### src/rtl/puls_debounce.sv
// puls_debounce: two-flop synchronizer plus per-channel stability counter for push-button pins.
// Define PULS_DEBOUNCE_EDGE_EN to get one-cycle press/release strobes; otherwise they are tied to 0.
module puls_debounce #(
    parameter int N               = 2,
    parameter int CNT_W           = 20,
    parameter int DEBOUNCE_CYCLES = 500000
) (
    input  logic         clk,
    input  logic         reset,
    input  logic [N-1:0] puls_raw,
    output logic [N-1:0] puls_o,
    output logic [N-1:0] press_o,
    output logic [N-1:0] release_o
);
    localparam logic [CNT_W-1:0] LAST = CNT_W'(DEBOUNCE_CYCLES - 1);
    logic [N-1:0] ff1, ff2, acc;
    always_ff @(posedge clk or negedge reset)
        if (!reset) begin
            ff1 <= '0;
            ff2 <= '0;
        end else begin
            ff1 <= puls_raw;
            ff2 <= ff1;
        end
    for (genvar i = 0; i < N; i++) begin : g_ch
        logic             st;
        logic [CNT_W-1:0] cnt;
        assign acc[i]    = (ff2[i] != st) && (cnt == LAST);
        assign puls_o[i] = st;
        // the counter clears both when the sample falls back and on acceptance, so it never wraps
        always_ff @(posedge clk or negedge reset)
            if (!reset) begin
                st  <= 1'b0;
                cnt <= '0;
            end else begin
                st  <= acc[i] ? ff2[i] : st;
                cnt <= (ff2[i] == st || acc[i]) ? '0 : cnt + 1'b1;
            end
    end
`ifdef PULS_DEBOUNCE_EDGE_EN
    always_ff @(posedge clk or negedge reset)
        if (!reset) begin
            press_o   <= '0;
            release_o <= '0;
        end else begin
            press_o   <= acc & ff2;
            release_o <= acc & ~ff2;
        end
`else
    assign press_o   = '0;
    assign release_o = '0;
`endif
endmodule

### config.mk
export PLATFORM = sky130hd
export DESIGN_NAME = puls_debounce
export DESIGN_NICKNAME = d
export VERILOG_FILES = /design/src/rtl/puls_debounce.sv
export SDC_FILE = /design/constraint.sdc
export NUM_CORES = 1
export LEC_CHECK = 0
export BUFFER_PORTS_ARGS = -buffer_cell sky130_fd_sc_hd__buf_2
export CELL_PAD_IN_SITES_DETAIL_PLACEMENT = 1
export CELL_PAD_IN_SITES_GLOBAL_PLACEMENT = 1
export CORE_AREA = 2 2 62 87
export CTS_CLUSTER_DIAMETER = 60
export DETAILED_ROUTE_END_ITERATION = 12
export DIE_AREA = 0 0 64 89
export HOLD_SLACK_MARGIN = 0.08
export PLACE_DENSITY_LB_ADDON = 0.1
export SYNTH_ARGS = -nofsm -noshare
export SYNTH_HDL_FRONTEND = slang
export SYNTH_SLANG_ARGS = --single-unit
### constraint.sdc
create_clock -name clk -period 2.25 [get_ports clk]
set_input_delay 0.225 -clock clk [delete_from_list [all_inputs] [get_ports clk]]
set_output_delay 0.225 -clock clk [all_outputs]
set_load 0.01 [all_outputs]
==> results of run 1 <==
[metal layers]
| layer | global-route usage | vias up |
|---|---|---|
| li1 | - | 809 |
| met1 | 0.1918 | 869 |
| met2 | 0.3475 | 9 |
| met3 | 0.03023 | 9 |
| met4 | 0.1107 | 0 |
| met5 | 0 | - |
[through the flow]
| stage | power [mW] | setup WS [ps] | instances |
|---|---|---|---|
| 3_5_place_dp | 0.9268 | 257.2 | 294 |
| 5_1_grt | 1.597 | 112.5 | 305 |
| 3_3_place_gp | 0.9232 | 333.7 | 294 |
| 2_1_floorplan | 0.8986 | 418.5 | 232 |
| 4_1_cts | 1.546 | 257.3 | 305 |
| 6_report | 1.524 | 264.4 | 305 |
[cell type report]
cell class / count / area (um^2) / area share
Clock buffer: 6 / 72.57 / 0.02909
Multi-Input combinational cell: 167 / 1035 / 0.4147
Clock inverter: 2 / 37.54 / 0.01505
Inverter: 7 / 26.28 / 0.01053
Tap cell: 64 / 80.08 / 0.03210
Timing Repair Buffer: 13 / 92.59 / 0.03711
Sequential cell: 46 / 1151 / 0.4614
[state kept, by name, summed over array words and instances (netlist names)]
signal    count
g_ch.cnt     40
ff1           2
ff2           2
g_ch.st       2
[critical path: cells and delay by family, from the launching register on]
kind / cells / cell delay (ps)
flip-flops: 1 / 420
adder cells (fa/ha/maj): 1 / 250
AND/OR/NAND/NOR: 3 / 1110
AO/OA/AOI/OAI: 1 / 150
[power by group]
| part | internal (mW) | switching [mW] |
|---|---|---|
| clock network | 0.332 | 0.281 |
| registers | 0.838 | 0.0122 |
| logic | 0.0210 | 0.0406 |
| total | 1.19 | 0.334 |
[cells by family after synthesis]
family | count (synthesis) | synth area share
flops | 46 | 0.5077
other cells | 1 | 0.001654
compound gates | 16 | 0.04139
simple gates | 111 | 0.2594
buf+inv | 19 | 0.04415
xor+xnor | 30 | 0.1159
fa+ha+maj | 2 | 0.01104
mux | 4 | 0.01876
[synth_stat cells (4+ instances only)]
| cell type | n | area, um^2 |
|---|---|---|
| inv_1 | 7 | 26.28 |
| buf_2 | 4 | 20.02 |
| xor2_1 | 9 | 78.83 |
| dfrtp_1 | 46 | 1151 |
| nor3_1 | 10 | 50.05 |
| buf_4 | 6 | 45.04 |
| or3_1 | 4 | 25.02 |
| nand4_1 | 10 | 62.56 |
| xnor2_1 | 21 | 183.9 |
| a21oi_1 | 6 | 30.03 |
| nor4_1 | 7 | 43.79 |
| nand3_1 | 13 | 65.06 |
| nor2_1 | 38 | 142.6 |
| o21ai_0 | 4 | 20.02 |
| or4_1 | 4 | 30.03 |
| nand2_1 | 12 | 45.04 |
[worst min path at each step]
stage	start	to	slack (ps)	depth (start not counted)
after global routing	ff1[1]$_DFF_PN0_	ff2[1]$_DFF_PN0_	370	0
final	ff1[1]$_DFF_PN0_	ff2[1]$_DFF_PN0_	350	0
after CTS	ff1[1]$_DFF_PN0_	ff2[1]$_DFF_PN0_	360	0
after floorplan	reset	ff1[0]$_DFF_PN0_	-70	0
after global placement	reset	g_ch[0].cnt[3]$_DFF_PN0_	180	1
after detailed placement	reset	g_ch[0].cnt[5]$_DFF_PN0_	190	1
[timing repair]
item	4_1_cts	5_1_grt
hold buffers	3	0
endpoints found under the hold margin	19	0
setup buffers	0	0
==> summary.txt, run 1 <==
Route
  • Routed WL: roughly 4700 um
  • DR WL met2: 2696 um
  • # DRC: 0
  • 1st-iter DRT viols: 65
  • Total number of vias: about 1.7k
  • DR top layer: met4
  • WL met3: roughly 54 um
  • Vias/cell: 5.561
  • Pre-antenna DRT Iters: 4
  • WL/cell: between 15 and 20 um
  • Post-route ant nets: 0
  • M1 WL: between 1500 and 2000 um

Clock tree
  • CTS tree: yes
  • Clock Tree Buf Depth: 2
  • Post-cts sizing count: 0
  • TritonCTS Buffers: 5
  • Reg clk slew, reported paths: roughly 90 ps
  • H-tree lvl count: 2
  • Clock sink count: 46
  • Skew-Pair Late Insertion Delay: roughly 300 ps
  • Root buffer cell: clkbuf_8

STA
  • RSZ-0062 raised after global routing: false
  • Endpoints failing setup: 0
  • Slew Viols, Final: 0
  • Min Tclk post-route: 1986 ps
  • Final Hold Vio Count: 0
  • Hold Worst Slack: about 350 ps
  • Final worst path period share: 0.8825
  • Fmax: 503.6 MHz
  • Skew final: approximately 10 ps
  • Total Negative Setup Slacks: 0 ps
  • Rel. slew slack: 0.6386
  • Worst slew pin tran: around 540 ps

Finish
  • Filler Cells Inserted: about 550
  • Layout cell share with drive strength beyond 1: 0.1037
  • Nets: about 250
  • Fin area: roughly 2500 um^2
  • # diodes: 0
  • Area Overhead vs Synth: 10.04%
  • Commonest non-fill, non-tap cell in the layout: dfrtp_1
  • Most frequent cells in the layout: dfrtp_1 (46), nor2_1 (38), xnor2_1 (21), nand3_1 (13), nand2_1 (12)
  • Final design utilization: 0.5152

Logic synthesis
  • Post-synth ARST share: 1.000
  • Mapped Cells: 229
  • Ys Warns: 0
  • Register area share after synthesis: 0.5077
  • Cell variety after synth: 36
  • EDFF count, synth: 0
  • Flops & latches, synth: between 40 and 50
  • Post-synth top flop: dfrtp_1
  • Synth Area per Inst: between 9 and 10 um^2
  • Netlist Area Pre-Place: 2267 um^2

Critical path
  • Crit path max fanout: 8
  • Reg-to-Reg End: g_ch[1].cnt[18]$_DFF_PN0_
  • R2R Setup Slk: 260 ps
  • CP arrival: 2220 ps
  • Critical path, cell by cell: ha_1, nand4_2, or4_1, or3_1, a21oi_1
  • Crit. End Element: flop
  • Critical path type: flop to flop
  • Critical Path End: g_ch[1].cnt[18]$_DFF_PN0_
  • Crit path from: g_ch[1].cnt[0]$_DFF_PN0_
  • Worst Reg-to-Reg Cells: 5
  • CP startpoint kind: flop
  • Critical Path Max Stage Delay: around 580 ps
  • Worst path slowest cell: or4_1
  • FF-to-FF Start: g_ch[1].cnt[0]$_DFF_PN0_
  • CP required: ~2500 ps

Die
  • Die Height: 89 um
  • Num ports: 10
  • Total core area: 4842 um^2
  • # rows: 30
  • Starting Density: 0.4682
  • Die width: 64 um
  • DIE AREA: about 5700 um^2

Hold path
  • Worst min path class: flop to flop

Global routing
  • Vias in the first global route: approximately 1.7k
  • Gr ovfl total: 0
  • First-pass GRT wire length: 7921 um
  • Initial antenna violation count: 0
  • Largest net degree at the start of global routing: 20
  • Gr usage total: 0.1847

Power
  • P per Cell Area: around 600 nW/um^2
  • Lkg Pwr: 0.9935 nW
  • Max VDD drop: approximately 0.00038 V

Placement
  • PortBufs: 5
  • Dpl cell area: between 2000 and 2500 um^2
  • Gpl congestion: 0.8360
  • Dpl hpwl: about 3500 um

Job
  • Max-cap violations: 0

Outcome
  • Status: complete, no violations
Power figures use the tool's default switching activity.
==> run 2, diff against run 1 <==
Settings changed: CORE_AREA 2 2 62 87 to 2 2 65 91, DIE_AREA 0 0 64 89 to 0 0 67 93.
Clock period 2.25 ns to 1.6 ns, I/O delays scaled along.
==> run 2 against run 1 <==
The flow now finishes with violations (setup timing). Sequential share of layout area fell by 9.4 points. Combinational power rose by 140%. Flip-flop and latch count did not move. First-iteration DRC count fell by 1.5%. Wire length rose by 43%. Clock skew barely moved. Clock power rose by 45%. Global-route usage rose by 3.8 points. Setup slack got worse by 520 ps. Total power rose by 46%. Die area rose by 9.4%. Critical endpoint is now g_ch[0].cnt[2]$_DFF_PN0_. Largest power group unchanged.
==> summary.txt, run 2 (synthesis gave the netlist of run 1 again) <==
Outcome
  • Status: finished, violations left
  • Failing checks: setup timing

Critical path
  • Crit path from: g_ch[0].cnt[11]$_DFF_PN0_
  • Worst Reg-to-Reg Cells: 5 (unchanged)
  • Worst path slowest cell: or4b_4
  • Critical path, cell by cell: or4b_4, o41ai_4, buf_4, buf_8, nor2_1
  • Crit path max fanout: 8 (unchanged)
  • Reg-to-Reg End: g_ch[0].cnt[2]$_DFF_PN0_
  • Critical Path End: g_ch[0].cnt[2]$_DFF_PN0_
  • Critical path type: flop to flop
  • Critical Path Max Stage Delay: 570 ps (about the same)
  • R2R Setup Slk: -260 ps (-520 ps)
  • CP required: 1790 ps (-690 ps)
  • Crit. End Element: flop
  • FF-to-FF Start: g_ch[0].cnt[11]$_DFF_PN0_
  • CP startpoint kind: flop
  • CP arrival: 2050 ps (-170 ps)

Power
  • Lkg Pwr: 1.367 nW (+38%)
  • Cell Int Power: 1.713 mW (+44%)
  • Net Sw Frac: 0.2315 (+0.01262)
  • Clock share of power: 0.398 (-0.004)
  • Comb power frac: 0.067 (+0.027)
  • Reg power frac: 0.535 (-0.023)
  • P per Cell Area: 710.4 nW/um^2 (+16%)
  • Max VDD drop: 0.0006623 V (+73%)
  • Sw Pwr: 516.0 uW (+55%)
  • Total power: 2.229 mW (+46%)

Die
  • Die width: 67 um (+4.7%)
  • Total core area: 5445 um^2 (+12%)
  • # rows: 32 (+6.7%)
  • DIE AREA: 6231 um^2 (+9.4%)
  • Die Height: 93 um (+4.5%)
  • Num ports: 10 (unchanged)
  • Starting Density: 0.4164 (-0.05186)

STA
  • Min Tclk post-route: 1860 ps (-126.0 ps)
  • RSZ-0062 raised after global routing: true
  • Skew final: 10.14 ps (-0.2210 ps)
  • Setup ws final: -259.6 ps (-524.0 ps)
  • Slew Viols, Final: 0 (unchanged)
  • Hold Worst Slack: 345.6 ps (-8.720 ps)
  • Final worst path period share: 1.162 (+0.2798)
  • Endpoints failing setup: 24 (+24)
  • Fmax: 537.8 MHz (+6.8%)
  • Final Hold Vio Count: 0 (unchanged)

Clock tree
  • TritonCTS Buffers: 5 (unchanged)
  • Root buffer cell: clkbuf_8
  • Clock Tree Buf Depth: 2 (unchanged)
  • CTS tree: yes
  • Clock sink count: 46 (unchanged)
  • H-tree lvl count: 2 (unchanged)
  • Reg clk slew, reported paths: 90 ps (about the same)
  • Skew-Pair Late Insertion Delay: 310 ps (about the same)

Finish
  • Most frequent cells in the layout: buf_4 (52), dfrtp_1 (45), nor2_1 (33), xnor2_1 (21), nand2_1 (12)
  • Commonest non-fill, non-tap cell in the layout: buf_4
  • Area Overhead vs Synth: 38.41%
  • Nets: 300 (+22%)
  • Layout cell share with drive strength beyond 1: 0.3525 (+0.2488)
  • Most flop-heavy register: g_ch.cnt
  • Max reg flops: 40 (unchanged)
  • # diodes: 0 (unchanged)

Placement
  • Gpl congestion: 0.8841 (+5.8%)
  • Dpl hpwl: 4504 um (+29%)
  • PortBufs: 5 (unchanged)

Global routing
  • Gr usage total: 0.2230 (+0.03830)
  • Initial antenna violation count: 0 (unchanged)
  • Gr ovfl total: 0 (unchanged)
  • Largest net degree at the start of global routing: 27 (+35%)
  • First-pass GRT wire length: 10400 um (+31%)
  • Vias in the first global route: 2142 (+23%)

Route
  • Post-route ant nets: 0 (unchanged)
  • WL/cell: 18.33 um (+20%)
  • Total number of vias: 1966 (+16%)
  • # DRC: 0 (unchanged)
  • Routed WL: 6655 um (+43%)
  • Vias/cell: 5.416 (-2.6%)
  • Pre-antenna DRT Iters: 4 (unchanged)
  • 1st-iter DRT viols: 64 (-1.5%)

Hold path
  • Worst min path class: input port to asynchronous set/reset pin

Job
  • Max-cap violations: 0 (unchanged)
==> run 2: cell types whose count changed in the layout (fill, tap and decap cells not counted), sizes merged <==
cell,delta
buf,+54
==> run 2: repair_timing <==
| item | 4_1_cts | 5_1_grt |
|---|---|---|
| setup buffers | 2 | 14 |
| endpoints found under the setup margin | 23 | 37 |
| hold endpoints to repair | 22 | 0 |
| gates resized for setup | 14 | 24 |
| pin swaps | 3 | 10 |
| hold buffers | 3 | 0 |
| gates cloned | 1 | 0 |
==> run 2: worst min-delay path by stage <==
| stage | start | slack [ps] | endpoint |
|---|---|---|---|
| floorplan | reset | -140 | ff1[0]$_DFF_PN0_ |
| global placement | reset | 140 | g_ch[0].cnt[4]$_DFF_PN0_ |
| detailed placement | reset | 150 | g_ch[0].cnt[4]$_DFF_PN0_ |
| CTS | reset | 350 | g_ch[0].cnt[4]$_DFF_PN0_ |
| global route | ff1[1]$_DFF_PN0_ | 360 | ff2[1]$_DFF_PN0_ |
| finish | reset | 350 | g_ch[0].cnt[4]$_DFF_PN0_ |
==> run 2: metal layers <==
metal	vias to the layer above	wire length [um]	track usage
met1	1009	2475	0.2283
met2	24	3872	0.4389
met3	14	119	0.03369
li1	919	-	-
met4	0	187	0.07313
met5	-	0	0
==> run 2: metrics by stage <==
| step | setup TNS [ps] | worst slack (ps) | instance area, um^2 | instances | util |
|---|---|---|---|---|---|
| after floorplan | -200.3 | -52.99 | 2325 | 232 | - |
| final | -5193 | -259.6 | 3138 | 363 | 0.5763 |
| after CTS | -4126 | -219.8 | 2918 | 350 | 0.5358 |
| after global routing | -7645 | -324.5 | 3138 | 363 | 0.5763 |
| after global placement | -1148 | -79.20 | 2704 | 336 | 0.4966 |
| after detailed placement | -3561 | -194.6 | 2704 | 336 | 0.4966 |
==> run 2: critical path: cells and delay by family, from the launching register on <==
family / cells / cell delay [ps]
and+or+nand+nor: 2 / 620
DFF: 1 / 430
AOI/OAI and AO/OA: 1 / 380
buffers and inverters: 2 / 310
==> run 2: final cells by class <==
class                      count  area, um^2
clock buffer                   6       72.57
clock inverter                 2       37.54
fill                         619        2307
inverter                       7       26.28
multi-input combinational    167        1215
sequential                    46        1152
tap                           68       85.08
timing repair buffer          67       549.3
==> run 2: power by group through the flow <==
stage	Sequential, mW	Combinational (mW)	Clock, mW
floorplan	1.22	0.0574	0
global placement	1.22	0.115	0
detailed placement	1.22	0.124	0
CTS	1.19	0.141	0.905
global route	1.20	0.165	0.962
finish	1.19	0.149	0.887
==> run 3, diff against run 2 <==
Settings changed: SKIP_CTS_REPAIR_TIMING from default to 1.
==> run 3 against run 2 <==
The flow still finishes with violations (setup timing). Final area shrank 1.8%. Critical path type unchanged. Largest power group unchanged. Critical endpoint is now g_ch[0].cnt[17]$_DFF_PN0_. Maximum frequency shrank 0.50%. Sequential share of layout area increased by 0.67 points. Combinational power about the same. Die area stayed put.
==> summary.txt, run 3 (synthesis gave the netlist of run 1 again) <==
Critical path
  • R2R Setup Slk: -270 ps (about the same)
  • Reg-to-Reg End: g_ch[0].cnt[17]$_DFF_PN0_
  • Critical Path Max Stage Delay: 590 ps (+20 ps)
  • FF-to-FF Start: g_ch[0].cnt[10]$_DFF_PN0_
  • Critical path type: flop to flop
  • Crit path max fanout: 6 (-2)
  • CP required: 1790 ps (about the same)
  • Worst Reg-to-Reg Cells: 4 (-1)
  • Worst path slowest cell: or4b_4
  • CP startpoint kind: flop
  • CP arrival: 2060 ps (about the same)
  • Crit. End Element: flop
  • Critical path, cell by cell: or4b_4, o41ai_4, buf_4, a21oi_1

Global routing
  • Initial antenna violation count: 0 (unchanged)
  • Gr ovfl total: 0 (unchanged)
  • First-pass GRT wire length: 10090 um (-3.0%)
  • Largest net degree at the start of global routing: 27 (unchanged)
  • Gr usage total: 0.2160 (-0.006991)
  • Vias in the first global route: 2124 (-0.84%)

Clock tree
  • H-tree lvl count: 2 (unchanged)
  • CTS tree: yes
  • Reg clk slew, reported paths: 90 ps (about the same)
  • Clock Tree Buf Depth: 2 (unchanged)
  • Clock sink count: 46 (unchanged)
  • Root buffer cell: clkbuf_8
  • Skew-Pair Late Insertion Delay: 310 ps (about the same)
  • TritonCTS Buffers: 5 (unchanged)

STA
  • Endpoints failing setup: 24 (unchanged)
  • Worst slew pin tran: between 500 and 600 ps
  • Total Negative Setup Slacks: -5340 ps (-146.6 ps)
  • Fmax: 535.1 MHz (-0.50%)
  • Min Tclk post-route: 1869 ps (+9.359 ps)
  • Final Hold Vio Count: 0 (unchanged)
  • Rel. slew slack: 0.6651
  • RSZ-0062 raised after global routing: true
  • Final worst path period share: 1.168 (+0.005849)
  • Skew final: 6.988 ps (-3.148 ps)
  • Slew Viols, Final: 0 (unchanged)
  • Setup ws final: -269.0 ps (-9.359 ps)

Power
  • Total power: 2.230 mW (about the same)
  • Lkg Pwr: 1.344 nW (-1.7%)
  • Max VDD drop: 0.0006418 V (-3.1%)
  • P per Cell Area: 723.5 nW/um^2 (+1.8%)

Finish
  • Max reg flops: 40 (unchanged)
  • Commonest non-fill, non-tap cell in the layout: buf_4
  • Most flop-heavy register: g_ch.cnt
  • Final design utilization: 0.5659 (-0.01034)
  • Nets: 294 (-2.0%)
  • Final Non-Filler Cells: 357 (-1.7%)
  • Area Overhead vs Synth: 35.93%
  • Filler Cells Inserted: 621 (+0.32%)
  • Layout cell share with drive strength beyond 1: 0.3426 (-0.009982)
  • Most frequent cells in the layout: buf_4 (48), dfrtp_1 (45), nor2_1 (30), xnor2_1 (21), nand2_1 (12)
  • # diodes: 0 (unchanged)

Route
  • Vias/cell: 5.448 (+0.59%)
  • 1st-iter DRT viols: 83 (+30%)
  • WL/cell: 18.52 um (+1.0%)
  • Pre-antenna DRT Iters: 4 (unchanged)
  • # DRC: 0 (unchanged)
  • Total number of vias: 1945 (-1.1%)
  • Post-route ant nets: 0 (unchanged)
  • Routed WL: 6613 um (-0.63%)

Placement
  • Gpl congestion: 0.8841 (unchanged)
  • Pre-CTS setup slack: -194.6 ps (unchanged)
  • Dpl hpwl: 4504 um (unchanged)
  • PortBufs: 5 (unchanged)
  • DP Cell Count: 336 (unchanged)

Die
  • Die Height: 93 um (unchanged)
  • DIE AREA: 6231 um^2 (unchanged)
  • Total core area: 5445 um^2 (unchanged)
  • Num ports: 10 (unchanged)
  • Die width: 67 um (unchanged)
  • Starting Density: 0.4164 (unchanged)
  • # rows: 32 (unchanged)

Outcome
  • Status: finished, violations left
  • Failing checks: setup timing

Hold path
  • Worst min path class: input port to asynchronous set/reset pin

Job
  • Max-cap violations: 0 (unchanged)
-- run 3: metrics by stage --
step                hold WS [ps]  cell area, um^2
global route               363.6             3082
floorplan                 -135.6             2325
CTS                       -183.0             2814
finish                     345.6             3082
global placement           135.5             2704
detailed placement         149.6             2704
-- run 3: report_power, final --
| group | total (mW) | internal [mW] | switching [mW] |
|---|---|---|---|
| logic | 0.148 | 0.0646 | 0.0838 |
| registers | 1.19 | 1.18 | 0.0149 |
| clock network | 0.887 | 0.467 | 0.421 |
-- run 3: cell type report --
| cell class | instances | area, um^2 | area share |
|---|---|---|---|
| multi-input combinational | 167 | 1219 | 0.3955 |
| sequential | 46 | 1152 | 0.3739 |
| timing repair buffer | 61 | 489.2 | 0.1587 |
| tap | 68 | 85.08 | 0.02761 |
| clock buffer | 6 | 72.57 | 0.02355 |
| clock inverter | 2 | 37.54 | 0.01218 |
| inverter | 7 | 26.28 | 0.008526 |
-- run 3: worst max-delay path by stage --
stage	start	endpoint	slack (ps)	cells after the start
after floorplan	g_ch[1].cnt[0]$_DFF_PN0_	g_ch[1].cnt[18]$_DFF_PN0_	-50	5
after global routing	g_ch[0].cnt[10]$_DFF_PN0_	g_ch[0].cnt[16]$_DFF_PN0_	-320	4
after detailed placement	g_ch[0].cnt[9]$_DFF_PN0_	g_ch[0].cnt[17]$_DFF_PN0_	-190	5
after CTS	g_ch[0].cnt[9]$_DFF_PN0_	g_ch[0].cnt[17]$_DFF_PN0_	-240	5
after global placement	g_ch[0].cnt[9]$_DFF_PN0_	g_ch[0].st$_DFFE_PN0P_	-80	4
final	g_ch[0].cnt[10]$_DFF_PN0_	g_ch[0].cnt[17]$_DFF_PN0_	-270	4
-- run 3: per-layer routing --
layer | part of all wire | track usage | vias up
met5 | 0 | 0 | -
met4 | 0.025 | 0.07313 | 0
met3 | 0.016 | 0.03610 | 15
met2 | 0.59 | 0.4266 | 16
met1 | 0.37 | 0.2165 | 1008
li1 | - | - | 906
-- run 3: worst max-delay path, delay by kind of cell, from the launching register on --
kind	cells	cell delay, ps
AND/OR/NAND/NOR	1	590
AO/OA/AOI/OAI	2	520
flip-flops	1	420
buffers and inverters	1	230
